[config.mk]
export PLATFORM = sky130hd
export DESIGN_NAME = video_stream_sink
export DESIGN_NICKNAME = d
export VERILOG_FILES = /design/src/rtl/video_stream_sink.sv
export SDC_FILE = /design/constraint.sdc
export NUM_CORES = 1
export LEC_CHECK = 0
export ABC_AREA = 1
export CORE_UTILIZATION = 51
export CTS_BUF_LIST = sky130_fd_sc_hd__clkbuf_8
export DETAILED_ROUTE_END_ITERATION = 6
export PLACE_DENSITY = 0.83
export SLEW_MARGIN = 0
export SYNTH_ARGS = -nofsm -noshare
export SYNTH_HDL_FRONTEND = slang
export SYNTH_SLANG_ARGS = --single-unit
[constraint.sdc]
create_clock -name clk -period 2.2 [get_ports clk]
set_clock_uncertainty 0.15 [all_clocks]
set_input_delay 0.44 -clock clk [delete_from_list [all_inputs] [get_ports clk]]
set_output_delay 0.44 -clock clk [all_outputs]
set_load 0.05 [all_outputs]
[src/rtl/video_stream_sink.sv]
// video_stream_sink
//   Avalon-ST video sink. Consumes SOP/EOP framed packets, keeps type-0
//   (video) packets, recovers the (x, y) position of every pixel and checks
//   frame geometry against SCREEN_X_SIZE x SCREEN_Y_SIZE. Each video pixel is
//   re-emitted with its coordinates on a registered valid/ready port.
//
// Ports
//   clk, rst          : single clock, synchronous active-high reset
//   s_*               : Avalon-ST sink (data, sop, eop, empty(ignored), valid, ready)
//   pix_*             : pixel output (data, x, y, valid, ready)
//   frame_done        : one-cycle pulse per well-formed frame
//   frame_count       : well-formed frames since reset (wraps)
//   err_pulse         : [0] early SOP, [1] short frame, [2] long frame
//   err_sticky        : OR-accumulated err_pulse, cleared by clear_err
//   frame_sig         : pixel signature of the last good frame
//
// Configuration
//   VIDEO_SINK_SIG_EN : when defined, a rotate-xor signature over the pixels
//                       of each good frame is reported on frame_sig;
//                       otherwise frame_sig is constant 0.

module video_stream_sink #(
  parameter int COORD_WIDTH   = 16,
  parameter int SCREEN_X_SIZE = 800,
  parameter int SCREEN_Y_SIZE = 600,
  parameter int DATA_WIDTH    = 30
) (
  input  logic                   clk,
  input  logic                   rst,
  input  logic [DATA_WIDTH-1:0]  s_data,
  input  logic                   s_startofpacket,
  input  logic                   s_endofpacket,
  input  logic                   s_empty,
  input  logic                   s_valid,
  output logic                   s_ready,
  output logic [DATA_WIDTH-1:0]  pix_data,
  output logic [COORD_WIDTH-1:0] pix_x,
  output logic [COORD_WIDTH-1:0] pix_y,
  output logic                   pix_valid,
  input  logic                   pix_ready,
  output logic                   frame_done,
  output logic [31:0]            frame_count,
  output logic [2:0]             err_pulse,
  output logic [2:0]             err_sticky,
  input  logic                   clear_err,
  output logic [31:0]            frame_sig
);

  typedef enum logic [1:0] {
    WAIT_SOP = 2'd0,
    VIDEO    = 2'd1,
    SKIP     = 2'd2,
    DRAIN    = 2'd3
  } state_t;

  localparam logic [COORD_WIDTH-1:0] X_LAST = COORD_WIDTH'(SCREEN_X_SIZE - 1);
  localparam logic [COORD_WIDTH-1:0] Y_LAST = COORD_WIDTH'(SCREEN_Y_SIZE - 1);

  state_t                 state_r, state_nxt_s;
  logic [COORD_WIDTH-1:0] x_r, y_r, x_nxt_s, y_nxt_s;
  logic                   accept_s, load_pix_s, done_s, last_pix_s;
  logic [2:0]             err_s;

  logic [DATA_WIDTH-1:0]  pix_data_r;
  logic [COORD_WIDTH-1:0] pix_x_r, pix_y_r;
  logic                   pix_valid_r, frame_done_r;
  logic [31:0]            frame_count_r;
  logic [2:0]             err_pulse_r, err_sticky_r;

  // s_empty carries no information for a single-symbol stream.
  logic unused_empty_s;
  assign unused_empty_s = s_empty;

  // Ready is held low throughout reset; otherwise the output register can
  // take a new beat whenever it is empty or being drained this cycle.
  assign s_ready    = !rst && (!pix_valid_r || pix_ready);
  assign accept_s   = s_valid && s_ready;
  assign last_pix_s = (x_r == X_LAST) && (y_r == Y_LAST);

  // Next-state, coordinate and strobe decode for one accepted beat.
  always_comb begin
    state_nxt_s = state_r;
    x_nxt_s     = x_r;
    y_nxt_s     = y_r;
    load_pix_s  = 1'b0;
    done_s      = 1'b0;
    err_s       = 3'b000;
    if (accept_s) begin
      if (s_startofpacket) begin
        // SOP always restarts header decode; only an open video packet
        // (VIDEO or DRAIN) being cut short counts as an error.
        if ((state_r == VIDEO) || (state_r == DRAIN)) begin
          err_s[0] = 1'b1;
        end else begin
          err_s[0] = 1'b0;
        end
        if (s_endofpacket) begin
          state_nxt_s = WAIT_SOP;
        end else if (s_data[3:0] == 4'd0) begin
          state_nxt_s = VIDEO;
          x_nxt_s     = {COORD_WIDTH{1'b0}};
          y_nxt_s     = {COORD_WIDTH{1'b0}};
        end else begin
          state_nxt_s = SKIP;
        end
      end else begin
        case (state_r)
          WAIT_SOP: begin
            state_nxt_s = WAIT_SOP;
          end
          VIDEO: begin
            load_pix_s = 1'b1;
            if (s_endofpacket) begin
              state_nxt_s = WAIT_SOP;
              if (last_pix_s) begin
                done_s = 1'b1;
              end else begin
                err_s[1] = 1'b1;
              end
            end else if (last_pix_s) begin
              err_s[2]    = 1'b1;
              state_nxt_s = DRAIN;
            end else if (x_r == X_LAST) begin
              x_nxt_s = {COORD_WIDTH{1'b0}};
              y_nxt_s = y_r + COORD_WIDTH'(1);
            end else begin
              x_nxt_s = x_r + COORD_WIDTH'(1);
            end
          end
          SKIP, DRAIN: begin
            if (s_endofpacket) begin
              state_nxt_s = WAIT_SOP;
            end else begin
              state_nxt_s = state_r;
            end
          end
          default: begin
            state_nxt_s = WAIT_SOP;
          end
        endcase
      end
    end else begin
      state_nxt_s = state_r;
    end
  end

  // FSM state and coordinate counters.
  always_ff @(posedge clk) begin
    if (rst) begin
      state_r <= WAIT_SOP;
      x_r     <= {COORD_WIDTH{1'b0}};
      y_r     <= {COORD_WIDTH{1'b0}};
    end else begin
      state_r <= state_nxt_s;
      x_r     <= x_nxt_s;
      y_r     <= y_nxt_s;
    end
  end

  // Pixel output register: loads on an accepted pixel, empties on handshake.
  always_ff @(posedge clk) begin
    if (rst) begin
      pix_data_r  <= {DATA_WIDTH{1'b0}};
      pix_x_r     <= {COORD_WIDTH{1'b0}};
      pix_y_r     <= {COORD_WIDTH{1'b0}};
      pix_valid_r <= 1'b0;
    end else if (load_pix_s) begin
      pix_data_r  <= s_data;
      pix_x_r     <= x_r;
      pix_y_r     <= y_r;
      pix_valid_r <= 1'b1;
    end else if (pix_ready) begin
      pix_valid_r <= 1'b0;
    end
  end

  // Frame status: done pulse, frame counter, error strobes and sticky flags.
  always_ff @(posedge clk) begin
    if (rst) begin
      frame_done_r  <= 1'b0;
      frame_count_r <= 32'd0;
      err_pulse_r   <= 3'b000;
      err_sticky_r  <= 3'b000;
    end else begin
      frame_done_r  <= done_s;
      frame_count_r <= done_s ? (frame_count_r + 32'd1) : frame_count_r;
      err_pulse_r   <= err_s;
      // A clear and a new error in the same cycle leave the new error set.
      err_sticky_r  <= (clear_err ? 3'b000 : err_sticky_r) | err_s;
    end
  end

  assign pix_data    = pix_data_r;
  assign pix_x       = pix_x_r;
  assign pix_y       = pix_y_r;
  assign pix_valid   = pix_valid_r;
  assign frame_done  = frame_done_r;
  assign frame_count = frame_count_r;
  assign err_pulse   = err_pulse_r;
  assign err_sticky  = err_sticky_r;

`ifdef VIDEO_SINK_SIG_EN
  logic [31:0] sig_r, sig_nxt_s, frame_sig_r;

  // One signature step: rotate left by one, fold in the zero-extended pixel.
  function automatic logic [31:0] sig_step(input logic [31:0] sig,
                                           input logic [DATA_WIDTH-1:0] d);
    return {sig[30:0], sig[31]} ^ 32'(d);
  endfunction

  // Running signature: cleared by a video header, stepped per emitted pixel.
  always_comb begin
    sig_nxt_s = sig_r;
    if (accept_s && s_startofpacket && !s_endofpacket && (s_data[3:0] == 4'd0)) begin
      sig_nxt_s = 32'd0;
    end else if (load_pix_s) begin
      sig_nxt_s = sig_step(sig_r, s_data);
    end else begin
      sig_nxt_s = sig_r;
    end
  end

  // Signature registers; frame_sig only captures frames that close cleanly.
  always_ff @(posedge clk) begin
    if (rst) begin
      sig_r       <= 32'd0;
      frame_sig_r <= 32'd0;
    end else begin
      sig_r       <= sig_nxt_s;
      frame_sig_r <= done_s ? sig_nxt_s : frame_sig_r;
    end
  end

  assign frame_sig = frame_sig_r;
`else
  assign frame_sig = 32'd0;
`endif

endmodule

==> results of run 1 <==
placed cells by master (no fill, tap or decap), types with 2 or more instances in the layout:
cell | netlist | final
nand4_1 | 34 | 34
inv_2 | 6 | 6
o21bai_1 | 4 | 4
conb_1 | 1 | 32
clkinvlp_4 | 0 | 3
dfxtp_1 | 136 | 135
inv_1 | 110 | 110
nor2_2 | 3 | 5
a21oi_1 | 59 | 59
nand2_1 | 198 | 197
dlygate4sd2_1 | 0 | 84
clkinv_2 | 0 | 3
buf_4 | 33 | 45
nand3_2 | 1 | 2
ha_1 | 3 | 2
nand2_2 | 3 | 4
buf_12 | 0 | 5
o21ai_0 | 91 | 86
nor2_4 | 6 | 9
xor2_1 | 7 | 7
clkbuf_8 | 0 | 20
nor3_1 | 18 | 18
nand3b_1 | 2 | 2
clkdlybuf4s50_1 | 0 | 36
o21ai_1 | 1 | 6
bufinv_16 | 0 | 5
dlymetal6s2s_1 | 0 | 14
nor2_1 | 193 | 188
nand2_4 | 3 | 3
nand3_1 | 55 | 54
report_power, final:
part	internal, mW	switching, mW	leakage, nW
Combinational	0.133	0.325	3.09
Clock	1.44	0.975	0.231
Sequential	2.48	0.00970	1.10
cells by family after synthesis:
kind of cell	synth area share (%)
simple gates	33.96
flops	40.20
buf+inv	12.40
compound gates	11.80
xor+xnor	1.035
other cells	0.05537
fa+ha+maj	0.5543
how the worst max path moves through the flow:
stage                           startpoint                            to  slack [ns]  cells past startpoint
6_report                               rst                       s_ready        0.09                      4
5_1_grt                    s_startofpacket          y_r[12]$_SDFFE_PP0P_       0.007                     10
4_1_cts           pix_data[4]$_SDFFE_PP0P_                   pix_data[4]      0.0002                      1
3_5_place_dp               s_startofpacket          y_r[13]$_SDFFE_PP0P_       -0.23                     10
3_3_place_gp               s_startofpacket          y_r[13]$_SDFFE_PP0P_       -0.20                     10
2_1_floorplan  frame_count[1]$_SDFFE_PP0P_  frame_count[26]$_SDFFE_PP0P_        0.03                      9
timing repair:
action                     in CTS  in global routing
pin swaps                       0                  1
setup endpoints to repair      84                 40
resized for setup              84                 29
metal layers:
metal | GRT usage [%] | vias up | share of wire [%]
met3 | 8.342 | 46 | 7.7
met5 | 0 | - | 0
met4 | 11.48 | 0 | 2.5
met2 | 45.88 | 285 | 48
li1 | - | 3501 | -
met1 | 34.36 | 3182 | 42
worst max-delay path, cell delays in order:
cell	delay [ns]
clkdlybuf4s50_1	0.46
buf_4	0.21
a21oi_1	0.23
buf_12	0.18
sequential cells by signal (all words and copies together), names as in the netlist:
name	flops
frame_done	1
pix_valid	1
err_pulse	3
pix_data	30
pix_y	16
err_sticky	3
state_r	2
pix_x	16
x_r	16
y_r	16
frame_count	32
cell type report:
type | instances | area, sq um
Clock buffer | 20 | 275.3
Clock inverter | 12 | 196.4
Fill cell | 1065 | 3854
Inverter | 116 | 435.4
Multi-Input combinational cell | 723 | 3364
Sequential cell | 136 | 2724
Tap cell | 172 | 215.2
Timing Repair Buffer | 184 | 1709
per-stage QoR:
stage	total power [mW]	setup TNS (ns)	hold slack (ns)	cell area, sq um
after detailed placement	3.013	-5.400	0.3018	8487
after floorplan	2.893	0	0.2890	6889
after global placement	3.010	-4.512	0.2981	8487
after global routing	5.531	0	0.3336	8920
after CTS	5.397	0	0.3137	8853
final	5.360	0	0.3148	8920
==> results by group, run 1 <==
Clock network
  – CTS tree: built
  – TritonCTS Sinks: 136
  – Clock-pin slew on the worst setup and hold paths: 0.08 ns
  – H-Tree Depth: 4
  – Bufs on Longest Clock Path: 2
  – Clk_lat worst skew: 0.44 ns
  – Hold-fix buffers, CTS: 0
  – CTS Buf Count: 17
  – Root Driver: clkbuf_8
  – Post-CTS Setup Bufs: 0

Worst setup path
  – Crit path DAT: 1.52 ns
  – WP data required: 1.61 ns
  – R2R cell count: 10
  – CP endpoint kind: output port
  – Critical path launch point type: primary input
  – Worst setup path category: primary input to output port
  – RR Endpoint: y_r[12]$_SDFFE_PP0P_
  – Worst R2R Setup Slack: 0.17 ns
  – Critical path fanouts, max: 9
  – Worst reg2reg startpoint: y_r[1]$_SDFFE_PP0P_

Power and ir drop
  – P per Cell Area: about 600 nW/um^2
  – Worst VDD drop: 702.3 uV
  – Leakage: 4.417 nW

STA
  – Max Slew Vio Count: 0
  – Final WS setup: 0.08587 ns
  – Min cycle time layout: 2.114 ns
  – Worst rel slew slack: around 63%
  – Tightest Pin Transition: between 0.5 and 0.6 ns
  – Max Freq: ~470 MHz
  – Final setup vio count: 0
  – Final hold vios: 0
  – RSZ-0062 raised after global routing: false
  – Final worst-path cycle share: 96.10%

Placement
  – Port Buf Inserts: between 100 and 150
  – Hpwl dp: 13030 um
  – Placed cells: between 1000 and 1500
  – Pre-CTS WS: -0.2325 ns
  – RePlAce Congestion: just over 0.9

Floorplan
  – Num rows: 41
  – Die area: between 10000 and 15000 sq um
  – Initial Util: 53.02%
  – Die W: 117.2 um
  – Die Y: 117.2 um
  – I/O Pins: between 150 and 200
  – Core area: about 13000 sq um

Logic synthesis
  – Count leader, synth: nand2_1
  – #FFs+latches synth: 136
  – Mapped Cells: 1012
  – Post-synthesis sequential area ratio: between 40% and 50%
  – Yosys warns: 0
  – EDFF count, synth: 0
  – Synth top area share: 40.20%
  – Top cells by count, synth: nand2_1, nor2_1, dfxtp_1, inv_1, o21ai_0
  – Syn Area/Cell: 6.692 sq um
  – Cell variety after synth: 36
  – Top cells by area, synth: dfxtp_1, nand2_1, nor2_1
  – Post-synth ARST share: 0%
  – Dominant synthesized flop cell: dfxtp_1
  – Syn Std Cell Area: about 6800 sq um
  – Yosys top cell by area: dfxtp_1

Route
  – Drt drc: 0
  – Antenna viol nets, final: 0
  – Final WL: ~18000 um
  – Vias: 7014
  – Drt pass-1 iters: 5
  – Routed wire length per instance: between 10 and 15 um
  – Drt first-iter violations: 581
  – Vias/cell: slightly above 5

Layout
  – # diodes: 0
  – # nets final: between 1000 and 1500
  – Fin util: 69.83%
  – Final Non-Filler Cells: 1363
  – Synthesis-to-finish area growth: 31.70%
  – Layout cell share with drive strength beyond 1: 9.908%

Global routing
  – Vias in the first global route: 6491
  – All-Layer GR Usage: 28.01%
  – Largest net degree at the start of global routing: 47
  – Initial antenna violation count: 0
  – First-pass GRT wire length: 30010 um
  – Total grt overflow: 0

Outcome
  – Outcome: completed

Job
  – Max-capacitance violation count: 0

Hold path
  – Hold_sp: err_sticky[2]$_SDFF_PP0_
  – Hold Crit Depth: 2
  – Worst min-delay path class: register to register
  – Worst Hold End: err_sticky[2]$_SDFF_PP0_
No activity file was read; power rests on OpenSTA's default activity.
==> run 2, diff against run 1 <==
Settings changed: CTS_CLUSTER_SIZE set to 14.
==> results of run 2 <==
The final DEF is identical to that of run 1; final timing and power are the same.
==> RTL edit (flow settings as in run 2) <==
Build with the macro `VIDEO_SINK_SIG_EN` defined.
--- a/src/rtl/video_stream_sink.sv
+++ b/src/rtl/video_stream_sink.sv
@@ -20,2 +20,4 @@
 //                       otherwise frame_sig is constant 0.
+
+`define VIDEO_SINK_SIG_EN
 
Formal check against the unedited RTL: same outputs for any inputs over 4 cycles, from zero or initial values and one cycle with rst high; that may be too few to reach the edited logic, so the function may still have changed.
==> RTL edit against run 2 <==
Final area rose by 30%; critical path depth rose by 8; total power rose by 14%; largest cell class unchanged; utilization fell by 2.8 points; routed wire length rose by 28%; cell count rose by 25%; sequential cell count rose by 64; worst setup slack improved by 27 ps; synthesized area rose by 32%.
==> RTL edit: results (changes against run 2) <==
vias in the first global route=8362 (was 6491); area share of buffers outside the clock network=18.85% (was 19.16%); reg2reg path depth=12 (was 10); leakage dissipation=5.260 nW (was 4.417 nW); Max VDD drop=0.0004463 V (was 0.0007023 V); status=finished clean (unchanged); hpwl dp=16540 um (was 13030 um); wire length on met2=11350 um (was 8766 um); capture endpoint of the worst hold path=x_r[1] (was err_sticky[2]); vias=8829 (was 7014); leading cell types by count after synthesis=sky130_fd_sc_hd__nand2_1, sky130_fd_sc_hd__nor2_1, sky130_fd_sc_hd__dfxtp_1, sky130_fd_sc_hd__o21ai_0, sky130_fd_sc_hd__inv_1 (was sky130_fd_sc_hd__nand2_1, sky130_fd_sc_hd__nor2_1, sky130_fd_sc_hd__dfxtp_1, sky130_fd_sc_hd__inv_1, sky130_fd_sc_hd__o21ai_0); RR Endpoint=frame_count[6] (was y_r[12]); register bit count reported by yosys=200 (was 136); worst slack on hold paths=215.0 ps (was 314.8 ps); path class of the lowest-slack min-delay path=in2reg (was reg2reg); Clock Pin Slew Worst Setup and Hold Paths=100 ps (was 80 ps); Rel. slew slack=60.13% (was 62.51%); switching power=1.485 mW (was 1.310 mW); met1 capacity usage during global routing=32.41% (was 34.36%); top cells by area, synth=sky130_fd_sc_hd__dfxtp_1, sky130_fd_sc_hd__nand2_1, sky130_fd_sc_hd__nor2_1, sky130_fd_sc_hd__o21ai_0, sky130_fd_sc_hd__a21oi_1 (was sky130_fd_sc_hd__dfxtp_1, sky130_fd_sc_hd__nand2_1, sky130_fd_sc_hd__nor2_1, sky130_fd_sc_hd__o21ai_0, sky130_fd_sc_hd__inv_1); met2 usage=45.71% (was 45.88%); proportion of synthesized chip area in sequential cells=44.68% (was 40.20%); count of multi-input combinational gates=888 (was 723); count of input and output buffers=171 (was 139); DRT met1 WL=10380 um (was 7761 um); CP Max Fanout=5 (was 9); total length of routed met3 wires=1462 um (was 1408 um); Hold Path Depth=3 (was 2); pre-CTS setup slack=-255.4 ps (was -232.5 ps); slowest stage cell on the critical path=sky130_fd_sc_hd__dfxtp_2 (was sky130_fd_sc_hd__clkdlybuf4s50_1); CP Data Arrival Time=2310 ps (was 1520 ps); Multi-input gate area=4280 um^2 (was 3364 um^2); total routed wirelength=23630 um (was 18400 um); proportion of cell area occupied by registers=34.69% (was 30.54%); final RePlAce weighted congestion=0.9272 (was 0.9351); Filler Cell Count=1491 (was 1065); latest clock arrival within the worst-skew pair=470 ps (was 440 ps); crit start category=flip-flop (was input port); global-route wire length before repair=39010 um (was 30010 um); Hold Crit Start=rst (was err_sticky[2]); CP peak stage delay=350 ps (was 460 ps); gate family responsible for the most delay along the worst path=simple AND/OR/NAND/NOR gates (was buffers and inverters); startpoint of the worst register-to-register path=y_r[0] (was y_r[1]); GRT Util Overall=26.65% (was 28.01%); pin count of the biggest net entering global routing=130 (was 47)
[RTL edit: cell types whose count changed after synthesis, moves of 6 or more]
| cell | run 2 | this run |
|---|---|---|
| sky130_fd_sc_hd__o211ai_1 | 1 | 32 |
| sky130_fd_sc_hd__nor2_1 | 193 | 234 |
| sky130_fd_sc_hd__dfxtp_1 | 136 | 200 |
| sky130_fd_sc_hd__xnor2_1 | 1 | 30 |
| sky130_fd_sc_hd__o21ai_0 | 91 | 119 |
| sky130_fd_sc_hd__clkbuf_1 | 21 | 32 |
| sky130_fd_sc_hd__nand2_1 | 198 | 244 |
| sky130_fd_sc_hd__o21ai_1 | 1 | 7 |
| sky130_fd_sc_hd__a21oi_1 | 59 | 86 |
| sky130_fd_sc_hd__nand4_1 | 34 | 22 |
| sky130_fd_sc_hd__buf_4 | 33 | 5 |
| sky130_fd_sc_hd__nand3_2 | 1 | 8 |
[RTL edit: stage by stage]
stage / power (mW) / instances / util, % / instance area [um^2]
floorplan: 3.823 / 1264 / - / 8961
global placement: 3.963 / 1666 / 65.16 / 11230
detailed placement: 3.965 / 1666 / 65.16 / 11230
CTS: 6.147 / 1698 / 66.39 / 11440
global route: 6.335 / 1703 / 67.02 / 11550
finish: 6.111 / 1703 / 67.02 / 11550
[RTL edit: power groups by stage]
stage	logic [mW]	clock network, mW	registers (mW)
after floorplan	0.116	0	3.71
after global placement	0.258	0	3.70
after detailed placement	0.260	0	3.70
after CTS	0.261	2.26	3.62
after global routing	0.283	2.43	3.62
final	0.262	2.23	3.62
[RTL edit: kinds of logic (layout without fill, tap and decap cells)]
family          count (synthesis)  in the layout  synth area share (%)
simple gates                  602            602                 28.60
compound gates                246            246                 14.69
flops                         200            200                 44.68
buf+inv                       176            390                 8.001
xor+xnor                       37             37                 3.616
fa+ha+maj                       3              3                0.4189
